--- src/rtl/simplecpu_pkg.sv ---
// Shared definitions for the simplecpu_p core: opcodes, FSM states and
// instruction field positions of the fixed 16-bit encoding.
package simplecpu_pkg;

   localparam int INSTR_W = 16;
   localparam int FIELD_W = 4;
   localparam int K8_W    = 8;
   localparam int OP_LSB  = 12;
   localparam int RA_LSB  = 8;
   localparam int RB_LSB  = 4;
   localparam int RC_LSB  = 0;
   localparam int K8_LSB  = 0;

   typedef enum logic [3:0] {
      OP_LOAD  = 4'h0,
      OP_STORE = 4'h1,
      OP_ADD   = 4'h2,
      OP_LOADC = 4'h3,
      OP_JMPZ  = 4'h4,
      OP_SUB   = 4'h5,
      OP_HALT  = 4'hF
   } opcode_e;

   typedef enum logic [2:0] {
      S_INIT,
      S_FETCH,
      S_DECODE,
      S_EXEC,
      S_LOAD_WB,
      S_STEP_WAIT,
      S_HALT
   } state_e;

   function automatic logic op_legal(input logic [3:0] op);
      case (op)
         OP_LOAD, OP_STORE, OP_ADD, OP_LOADC,
         OP_JMPZ, OP_SUB, OP_HALT: op_legal = 1'b1;
         default:                  op_legal = 1'b0;
      endcase
   endfunction

endpackage

--- src/rtl/simplecpu_rf.sv ---
// Register file: two combinational read ports, one synchronous write port.
// Latency: reads same cycle, writes visible after the clock edge.
// Backpressure: none; a write in the reset cycle is discarded.
module simplecpu_rf #(
   parameter int DATA_W = 16,
   parameter int NREGS  = 16
) (
   input  logic                     clk,
   input  logic                     rst,
   input  logic [$clog2(NREGS)-1:0] rd0_addr,
   output logic [DATA_W-1:0]        rd0_data,
   input  logic [$clog2(NREGS)-1:0] rd1_addr,
   output logic [DATA_W-1:0]        rd1_data,
   input  logic                     we,
   input  logic [$clog2(NREGS)-1:0] waddr,
   input  logic [DATA_W-1:0]        wdata
);

   logic [DATA_W-1:0] regs [NREGS];

   always_ff @(posedge clk) begin
      if (rst) begin
         for (int i = 0; i < NREGS; i++) regs[i] <= '0;
      end else if (we) begin
         regs[waddr] <= wdata;
      end
   end

   assign rd0_data = regs[rd0_addr];
   assign rd1_data = regs[rd1_addr];

endmodule

--- src/rtl/simplecpu_p.sv ---
// Multi-cycle accumulator-free CPU with a single-step debug mode.
// Latency: 3 cycles per instruction, 4 for LOAD; HALT stops after decode.
// Backpressure: none; single-step mode parks in STEP_WAIT until dbg_step.
module simplecpu_p
   import simplecpu_pkg::*;
#(
   parameter int DATA_W = 16,
   parameter int NREGS  = 16,
   parameter int PC_W   = 10,
   parameter int DM_AW  = 8
) (
   input  logic              clk,
   input  logic              rst,
   input  logic              dbg_mode,
   input  logic              dbg_step,
   output logic [PC_W-1:0]   pc,
   output logic              imem_rd,
   input  logic [15:0]       imem_data,
   output logic [DM_AW-1:0]  dmem_addr,
   output logic              dmem_rd,
   output logic              dmem_wr,
   output logic [DATA_W-1:0] dmem_wdata,
   input  logic [DATA_W-1:0] dmem_rdata,
   output logic              halted,
   output logic              illegal
);

   localparam int RI_W = $clog2(NREGS);

   state_e             state;
   logic [INSTR_W-1:0] ir;
   logic [3:0]         op;
   logic [RI_W-1:0]    ra, rb, rc, rd0_addr;
   logic [K8_W-1:0]    k8;
   logic [DATA_W-1:0]  rd0, rd1, wdata, k8_sext;
   logic [PC_W-1:0]    jmp_tgt;
   logic               we;

   assign op       = ir[OP_LSB +: FIELD_W];
   assign ra       = ir[RA_LSB +: RI_W];
   assign rb       = ir[RB_LSB +: RI_W];
   assign rc       = ir[RC_LSB +: RI_W];
   assign k8       = ir[K8_LSB +: K8_W];
   assign k8_sext  = DATA_W'($signed(k8));
   // pc already points past the JMPZ, so back off by one to get a JMPZ-relative target
   assign jmp_tgt  = pc + PC_W'($signed(k8)) - PC_W'(1);

   // Port 0 serves rb for ALU ops and ra for STORE/JMPZ; port 1 always serves rc.
   assign rd0_addr   = (op == OP_ADD || op == OP_SUB) ? rb : ra;
   assign dmem_addr  = ir[K8_LSB +: DM_AW];
   assign dmem_wdata = rd0;

   always_comb begin
      we    = 1'b0;
      wdata = k8_sext;
      if (state == S_LOAD_WB) begin
         we    = 1'b1;
         wdata = dmem_rdata;
      end else if (state == S_EXEC) begin
         case (op)
            OP_ADD:   begin we = 1'b1; wdata = rd0 + rd1; end
            OP_SUB:   begin we = 1'b1; wdata = rd0 - rd1; end
            OP_LOADC: begin we = 1'b1; wdata = k8_sext;   end
            default:  ;
         endcase
      end
   end

   simplecpu_rf #(
      .DATA_W (DATA_W),
      .NREGS  (NREGS)
   ) u_rf (
      .clk      (clk),
      .rst      (rst),
      .rd0_addr (rd0_addr),
      .rd0_data (rd0),
      .rd1_addr (rc),
      .rd1_data (rd1),
      .we       (we),
      .waddr    (ra),
      .wdata    (wdata)
   );

   // Strobes are registered on entry to the state that owns them.
   always_ff @(posedge clk) begin
      if (rst) begin
         state   <= S_INIT;
         pc      <= '0;
         ir      <= '0;
         imem_rd <= 1'b0;
         dmem_rd <= 1'b0;
         dmem_wr <= 1'b0;
         halted  <= 1'b0;
         illegal <= 1'b0;
      end else begin
         case (state)
            S_INIT: begin
               state   <= dbg_mode ? S_STEP_WAIT : S_FETCH;
               imem_rd <= !dbg_mode;
            end
            S_FETCH: begin
               ir      <= imem_data;
               pc      <= pc + PC_W'(1);
               imem_rd <= 1'b0;
               state   <= S_DECODE;
            end
            S_DECODE: begin
               if (op == OP_HALT || !op_legal(op)) begin
                  state  <= S_HALT;
                  halted <= 1'b1;
                  if (!op_legal(op)) illegal <= 1'b1;
               end else begin
                  state   <= S_EXEC;
                  dmem_rd <= (op == OP_LOAD);
                  dmem_wr <= (op == OP_STORE);
               end
            end
            S_EXEC: begin
               dmem_rd <= 1'b0;
               dmem_wr <= 1'b0;
               if (op == OP_LOAD) begin
                  state <= S_LOAD_WB;
               end else begin
                  if (op == OP_JMPZ && rd0 == '0) pc <= jmp_tgt;
                  state   <= dbg_mode ? S_STEP_WAIT : S_FETCH;
                  imem_rd <= !dbg_mode;
               end
            end
            S_LOAD_WB: begin
               state   <= dbg_mode ? S_STEP_WAIT : S_FETCH;
               imem_rd <= !dbg_mode;
            end
            S_STEP_WAIT: begin
               if (dbg_step) begin
                  state   <= S_FETCH;
                  imem_rd <= 1'b1;
               end
            end
            S_HALT:  ;
            default: state <= S_INIT;
         endcase
      end
   end

endmodule
--- config.mk ---
export PLATFORM = sky130hd
export DESIGN_NAME = simplecpu_p
export DESIGN_NICKNAME = d
export VERILOG_FILES = /design/src/rtl/simplecpu_pkg.sv /design/src/rtl/simplecpu_rf.sv /design/src/rtl/simplecpu_p.sv
export SDC_FILE = /design/constraint.sdc
export NUM_CORES = 1
export LEC_CHECK = 0
export BUFFER_PORTS_ARGS = -buffer_cell sky130_fd_sc_hd__buf_2
export CAP_MARGIN = 25
export CORE_MARGIN = 4
export CORE_UTILIZATION = 42
export CTS_CLUSTER_DIAMETER = 100
export DETAILED_ROUTE_END_ITERATION = 16
export GPL_TIMING_DRIVEN = 0
export PLACE_DENSITY_LB_ADDON = 0.2
export REMOVE_ABC_BUFFERS = 1
export SYNTH_ARGS = -nofsm -noshare
export SYNTH_HDL_FRONTEND = slang
export SYNTH_HIERARCHICAL = 1
export SYNTH_SLANG_ARGS = --single-unit
--- constraint.sdc ---
create_clock -name clk -period 7 [get_ports clk]
set_clock_uncertainty 0.05 [all_clocks]
set_input_delay 0.7 -clock clk [delete_from_list [all_inputs] [get_ports clk]]
set_output_delay 0.7 -clock clk [all_outputs]
set_load 0.02 [all_outputs]
==> results of run 1 <==
-- worst paths after layout --
| kind | end | start | slack (ns) | depth (start not counted) |
|---|---|---|---|---|
| setup reg to reg | u_rf/regs[11][12] | ir[13] | 0.58 | 16 |
| setup / recovery | u_rf/regs[11][12] | ir[13] | 0.58 | 16 |
| hold / removal | ir[13] | imem_data[13] | 0.36 | 3 |
| hold reg to reg | illegal | illegal | 0.42 | 2 |
-- logic make-up (layout without fill, tap and decap cells) --
group | Yosys count | count (layout) | share of synthesized area (%)
multiplexers | 135 | 135 | 17.4
adder cells (fa/ha/maj) | 36 | 36 | 2.74
AO/OA/AOI/OAI | 214 | 214 | 8.31
AND/OR/NAND/NOR | 505 | 505 | 16.8
XOR/XNOR | 34 | 34 | 1.75
flip-flops | 290 | 290 | 49.2
buffers and inverters | 151 | 197 | 3.83
-- per-layer routing --
metal / wire length, um / up-vias / share of wire, % / track usage, %
met2: 24100 / 537 / 48 / 37.0
met3: 4220 / 74 / 8.4 / 4.43
met1: 20600 / 5711 / 41 / 31.0
li1: - / 5153 / - / -
met5: 0 / - / 0 / 0
met4: 1360 / 0 / 2.7 / 6.57
-- power by group through the flow --
stage          Combinational (mW)  Sequential, mW  Clock (mW)
6_report                     1.25            2.03        1.75
5_1_grt                      1.35            2.04        1.86
4_1_cts                      1.24            2.03        1.79
3_5_place_dp                 1.24            2.06           0
3_3_place_gp                 1.19            2.07           0
2_1_floorplan               0.841            2.05           0
-- synth_stat cells (3+ instances only) --
| cell | number |
|---|---|
| or3_1 | 4 |
| dfxtp_1 | 34 |
| and3_1 | 4 |
| nand4_1 | 4 |
| xnor2_1 | 20 |
| mux4_2 | 128 |
| clkbuf_2 | 4 |
| inv_1 | 42 |
| buf_4 | 9 |
| nor2_1 | 52 |
| xor2_1 | 14 |
| nor2b_1 | 7 |
| o21ai_1 | 7 |
| o211ai_1 | 5 |
| a311oi_1 | 4 |
| nand2_1 | 94 |
| a21oi_1 | 61 |
| nand2b_1 | 10 |
| clkbuf_1 | 64 |
| buf_2 | 21 |
| a22oi_1 | 67 |
| o21ai_0 | 24 |
| nand3b_1 | 3 |
| nor3_2 | 3 |
| and2_1 | 258 |
| mux2i_1 | 3 |
| or2_2 | 19 |
| o31ai_1 | 4 |
| nor3b_1 | 4 |
| ha_1 | 34 |
| a31oi_1 | 6 |
| a211oi_1 | 5 |
| buf_1 | 9 |
| edfxtp_1 | 256 |
| nor4_1 | 7 |
| nand3_1 | 4 |
| mux2_2 | 4 |
| o21a_1 | 4 |
| a211o_1 | 5 |
| a21o_1 | 5 |
| nor3_1 | 15 |
-- state kept, by name, indices dropped and copies added (netlist names) --
name,flops
u_rf/regs,256
ir,16
pc,10
state,3
dmem_rd,1
dmem_wr,1
halted,1
illegal,1
imem_rd,1
-- critical path, cell delays in order (launching register included) --
cell and delay, ns:
dfxtp_1 0.54, or3b_4 0.44, a21oi_4 0.29, mux2_8 0.78, mux4_2 0.61, a22oi_1 0.29
nand2_1 0.32, inv_1 0.13, ha_1 0.17, inv_1 0.05, fa_1 0.43, a21o_1 0.21
a31oi_1 0.33, o211ai_1 0.19, a31o_2 0.27, a21oi_1 0.84, and2_1 0.26
-- metrics by stage --
| stage | setup WS [ns] | hold slack (ns) |
|---|---|---|
| after global routing | 0.220 | 0.366 |
| after global placement | -2.41 | 0.401 |
| after detailed placement | 0.660 | 0.412 |
| after floorplan | 0.142 | 0.424 |
| final | 0.581 | 0.359 |
| after CTS | 0.617 | 0.346 |
-- area by class of cell --
class | count | area, um2 | share of cell area (%)
clock buffer | 42 | 923 | 4.87
clock inverter | 16 | 158 | 0.831
inverter | 42 | 158 | 0.831
multi-input combinational | 924 | 8050 | 42.4
sequential | 290 | 8380 | 44.1
tap | 525 | 657 | 3.46
timing repair buffer | 97 | 653 | 3.44
==> key figures, run 1 <==
STA
  • Final setup fails: 0
  • Total negative slack: 0 ns
  • Slew Limit Fails: 0
  • Max transition margin: 28.5%
  • Final period util: 91.7%
  • Least-Margin Pin Slew: 1.07 ns
  • Unrepaired setup endpoints after global routing: false
  • Max Fclk: 156 MHz
  • Post-layout min period: 6.42 ns
  • Hold Vio Cnt, Final: 0

Routing
  • Post-route ant nets: 0
  • DR iter-0 viols: 1,274
  • Routed wire length: 50,300 um
  • WL/cell: 26.0 um
  • Drt first pass iters: 5
  • Vias per cell: 5.93
  • Vias: 11,500
  • DRC: 0

Setup path
  • Critical Path RT: 7.34 ns
  • Worst endpoint data arrival time: 6.75 ns
  • Crit-path max FO: 64
  • Crit end category: flip-flop
  • Critical path launch point type: flip-flop
  • Crit path kind: reg2reg

Clocking
  • Post-CTS Setup Bufs: 0
  • CTS buffer count: 35
  • Sink Count: 290
  • CTS root buf: clkbuf_16
  • Post-cts resize count: 0
  • CTS tree: built
  • Max clock buf depth: 3
  • # hold bufs at CTS: 0
  • Clock slew at the register clock pins of the worst setup and hold paths: 0.06 ns
  • CTS HTree Levels: 2
  • Worst skew pair latency: 0.54 ns

Yosys
  • Area leader, netlist: edfxtp_1
  • Seq/Total Area, Yosys: 49.2%
  • Syn_area_per_cell: 12.5 um2
  • Mapped Cells: 1,365
  • Async set-or-reset flop fraction in the synthesized netlist: 0%
  • Synth warn: 6
  • FF+latch count, synth: 290
  • EDFF count, synth: 256
  • Synth unique cells: 72
  • Ys flop type: edfxtp_1
  • Synthesized area: 17,000 um2
  • Top post-synthesis cells by area: edfxtp_1 (45%), mux4_2 (17%), and2_1 (9.5%)
  • Synth top area share: 45.2%

Finish
  • Fin cells: 1,936
  • Inserted Diodes: 0
  • End-of-flow core utilization: 47.5%
  • # nets final: 1,462
  • Final Instance Area: 19,000 um2
  • Share of layout cells above drive strength 1: 22.7%
  • Number of fill cells: 3,506
  • Area grow syn2layout: 11.5%
  • Commonest cells after routing, fill and taps aside: and2_1 (258), edfxtp_1 (256), mux4_2 (128)
  • Most common cell after layout, fill and taps aside: and2_1

Outcome
  • Status: completed

Pwr
  • Total Power: 5.03 mW
  • Sw Pwr: 1.54 mW
  • PwrDens: 265 nW/um2
  • Combinational share of power: 24.9%
  • Max VDD drop: 0.000155 V
  • P_leak: 6.84 nW
  • Switching share of power: 30.6%
  • Clk network pwr share: 34.8%
  • Sequential share of power: 40.3%
  • Internal cell power: 3.49 mW

Place
  • Port Buffers: 74
  • Dpl hpwl: 32,300 um
  • Post-DP Area: 17,900 um2
  • Gp weighted congestion: 0.891
  • Placed Cells: 1,877

Die
  • Die H: 209 um
  • Die X: 209 um
  • Ports: 75
  • DIE AREA: 43,800 um2
  • Initial Utilization: 42.6%
  • Placeable Area: 39,900 um2
  • Row cnt: 73

Flow run
  • Max-Cap Viols: 0

Global route
  • First-pass GRT wire length: 74,200 um
  • Initial antenna violation count: 0
  • Maximum number of pins on one net before global-route repair: 65
  • Vias in the first global route: 11,600
  • Total GRT Usage: 22.6%
  • Grt total ovfl: 0

Hold path
  • Min-delay worst type: in2reg
No activity file was read; power rests on OpenSTA's default activity.
==> inputs of run 2 (changes only) <==
- CORE_UTILIZATION: 42 -> 50
==> key figures, run 2 (same netlist as run 1, synthesis figures left out) <==
Outcome
  • Status: completed

Die
  • Row cnt: 67 (-8.2%)
  • Ports: 75 (unchanged)
  • Die H: 192 um (-8.0%)
  • Initial Utilization: 50.7% (+8.1 points)
  • Die X: 192 um (-8.0%)
  • DIE AREA: 37,000 um2 (-15%)
  • Placeable Area: 33,500 um2 (-16%)

Clocking
  • Max clock buf depth: 3 (unchanged)
  • Worst skew pair latency: 0.53 ns (about the same)
  • Post-cts resize count: 0 (unchanged)
  • CTS root buf: clkbuf_16
  • Clock slew at the register clock pins of the worst setup and hold paths: 0.06 ns (about the same)
  • Sink Count: 290 (unchanged)
  • CTS tree: built
  • CTS buffer count: 34 (-2.9%)
  • # hold bufs at CTS: 0 (unchanged)
  • CTS HTree Levels: 2 (unchanged)
  • Post-CTS Setup Bufs: 0 (unchanged)

Finish
  • # nets final: 1,464 (+0.14%)
  • Register area: 8380 um2 (unchanged)
  • Share of layout cells above drive strength 1: 22.9% (+0.15 points)
  • Max reg flops: 256 (unchanged)
  • Inserted Diodes: 0 (unchanged)
  • Fin cells: 1,863 (-3.8%)
  • Area grow syn2layout: 11.0%
  • Largest reg by FF count: u_rf/regs
  • Most common cell after layout, fill and taps aside: and2_1
  • End-of-flow core utilization: 56.3% (+8.8 points)
  • Multi-input logic area: 8030 um2 (-0.17%)
  • Number of fill cells: 2,777 (-21%)
  • Commonest cells after routing, fill and taps aside: and2_1 (258), edfxtp_1 (256), mux4_2 (128)
  • Biggest regs: u_rf/regs x256, ir x16, pc x10

Global route
  • Initial antenna violation count: 0 (unchanged)
  • Total GRT Usage: 25.9% (+3.3 points)
  • Vias in the first global route: 11,500 (-1.0%)
  • Grt total ovfl: 0 (unchanged)
  • First-pass GRT wire length: 70,700 um (-4.6%)
  • Maximum number of pins on one net before global-route repair: 65 (unchanged)

STA
  • Final worst setup slack: 0.664 ns (+0.0826 ns)
  • Slew Limit Fails: 0 (unchanged)
  • Final setup fails: 0 (unchanged)
  • Max transition margin: 26.1% (-2.4 points)
  • Post-layout min period: 6.34 ns (-0.0826 ns)
  • Least-Margin Pin Slew: 1.10 ns (+0.0283 ns)
  • Total negative slack: 0 ns (unchanged)
  • Unrepaired setup endpoints after global routing: false
  • Final period util: 90.5% (-1.2 points)
  • Max Fclk: 158 MHz (+1.3%)
  • Hold Vio Cnt, Final: 0 (unchanged)
  • Worst hold slack: 0.370 ns (+0.0115 ns)

Pwr
  • PwrDens: 265 nW/um2 (about the same)
  • Max VDD drop: 0.000179 V (+16%)
  • P_leak: 6.86 nW (+0.31%)

Hold path
  • Worst hold path depth: 3 (unchanged)
  • Hold Path Sink: ir[7]
  • Min-delay worst type: in2reg
  • Min-delay src: imem_data[7]

Routing
  • Post-route ant nets: 0 (unchanged)
  • Vias: 11,500 (+0.33%)
  • DR iter-0 viols: 1,088 (-15%)
  • Vias per cell: 6.18 (+4.3%)
  • WL/cell: 25.5 um (-1.8%)
  • Drt first pass iters: 5 (unchanged)
  • Routed wire length: 47,600 um (-5.5%)
  • DRC: 0 (unchanged)

Place
  • Place WS: 0.705 ns (+0.0458 ns)
  • Placed Cells: 1,802 (-4.0%)
  • Gp weighted congestion: 0.946 (+6.2%)
  • Dpl hpwl: 31,000 um (-3.9%)
  • Port Buffers: 74 (unchanged)

Setup path
  • Crit path kind: reg2reg
  • Crit-path max FO: 64 (unchanged)
  • Worst path bufs/invs: 2 (unchanged)
  • R2R Path Start: ir[13]
  • CP peak stage delay: 0.82 ns (-0.02 ns)
  • Worst Reg-to-Reg Cells: 16 (unchanged)
  • R2R Setup Slk: 0.66 ns (+0.08 ns)
  • CP max-delay cell: a21oi_1
  • Crit end category: flip-flop
  • Cell repeated most along the worst path: inv_1
  • R2R Path End: u_rf/regs[10][12]
  • Worst endpoint data arrival time: 6.68 ns (-0.07 ns)
  • Critical Path RT: 7.34 ns (about the same)
  • Critical path launch point type: flip-flop
  • Crit-path cells: or3b_4, a21oi_4, mux2_8, mux4_2, a22oi_1, nand2_1, inv_1, ha_1, inv_1, fa_1, a21o_1, a31oi_1, o211ai_1, a31o_2, a21oi_1, and2_1
  • Delay-heaviest family, CP: compound AO/OA/AOI/OAI gates

Flow run
  • Max-Cap Viols: 0 (unchanged)
[run 2: cell types whose count changed in the layout (fill, tap and decap cells not counted), sizes merged]
cell    delta
clkbuf     +4
buf        +3
clkinv     -2
inv        -1
[run 2: area by class of cell]
cell class | instances | share of cell area [%]
flip-flops and latches | 290 | 44.4
repair buffers | 100 | 3.56
inverters | 42 | 0.835
clock buffers | 46 | 4.86
multi-input cells | 924 | 42.6
well taps | 448 | 2.97
clock inverters | 13 | 0.842
[run 2: tightest hold or removal path: stages]
cell,delay (ns)
buf_2,0.09
nand2_1,0.04
a21oi_1,0.05
[run 2: how the worst max path moves through the flow]
stage	start	to	slack, ns	cells after the start
finish	ir[13]	u_rf/regs[10][12]	0.66	16
global route	ir[0]	u_rf/regs[2][15]	0.32	17
CTS	ir[0]	u_rf/regs[8][15]	0.70	17
detailed placement	ir[0]	u_rf/regs[8][15]	0.71	17
global placement	ir[0]	u_rf/regs[9][15]	-2.17	16
floorplan	ir[0]	u_rf/regs[0][15]	0.14	16
[run 2: per-layer routing]
layer / vias to the layer above / global-route usage [%] / wire length (um)
met3: 116 / 4.03 / 3480
li1: 5154 / - / -
met2: 525 / 41.1 / 22400
met4: 0 / 12.2 / 2290
met1: 5718 / 35.4 / 19400
met5: - / 0 / 0
[run 2: power by group]
part / switching, mW / total [mW] / internal, mW
registers: 0.0743 / 2.02 / 1.95
logic: 0.751 / 1.25 / 0.498
clock network: 0.702 / 1.73 / 1.03
total: 1.53 / 5.01 / 3.48
[run 2: stage by stage]
| step | cell area (um2) | power [mW] |
|---|---|---|
| after floorplan | 16500 | 2.89 |
| after global placement | 17400 | 3.26 |
| after detailed placement | 17800 | 3.28 |
| after CTS | 18900 | 5.02 |
| after global routing | 18900 | 5.21 |
| final | 18900 | 5.01 |
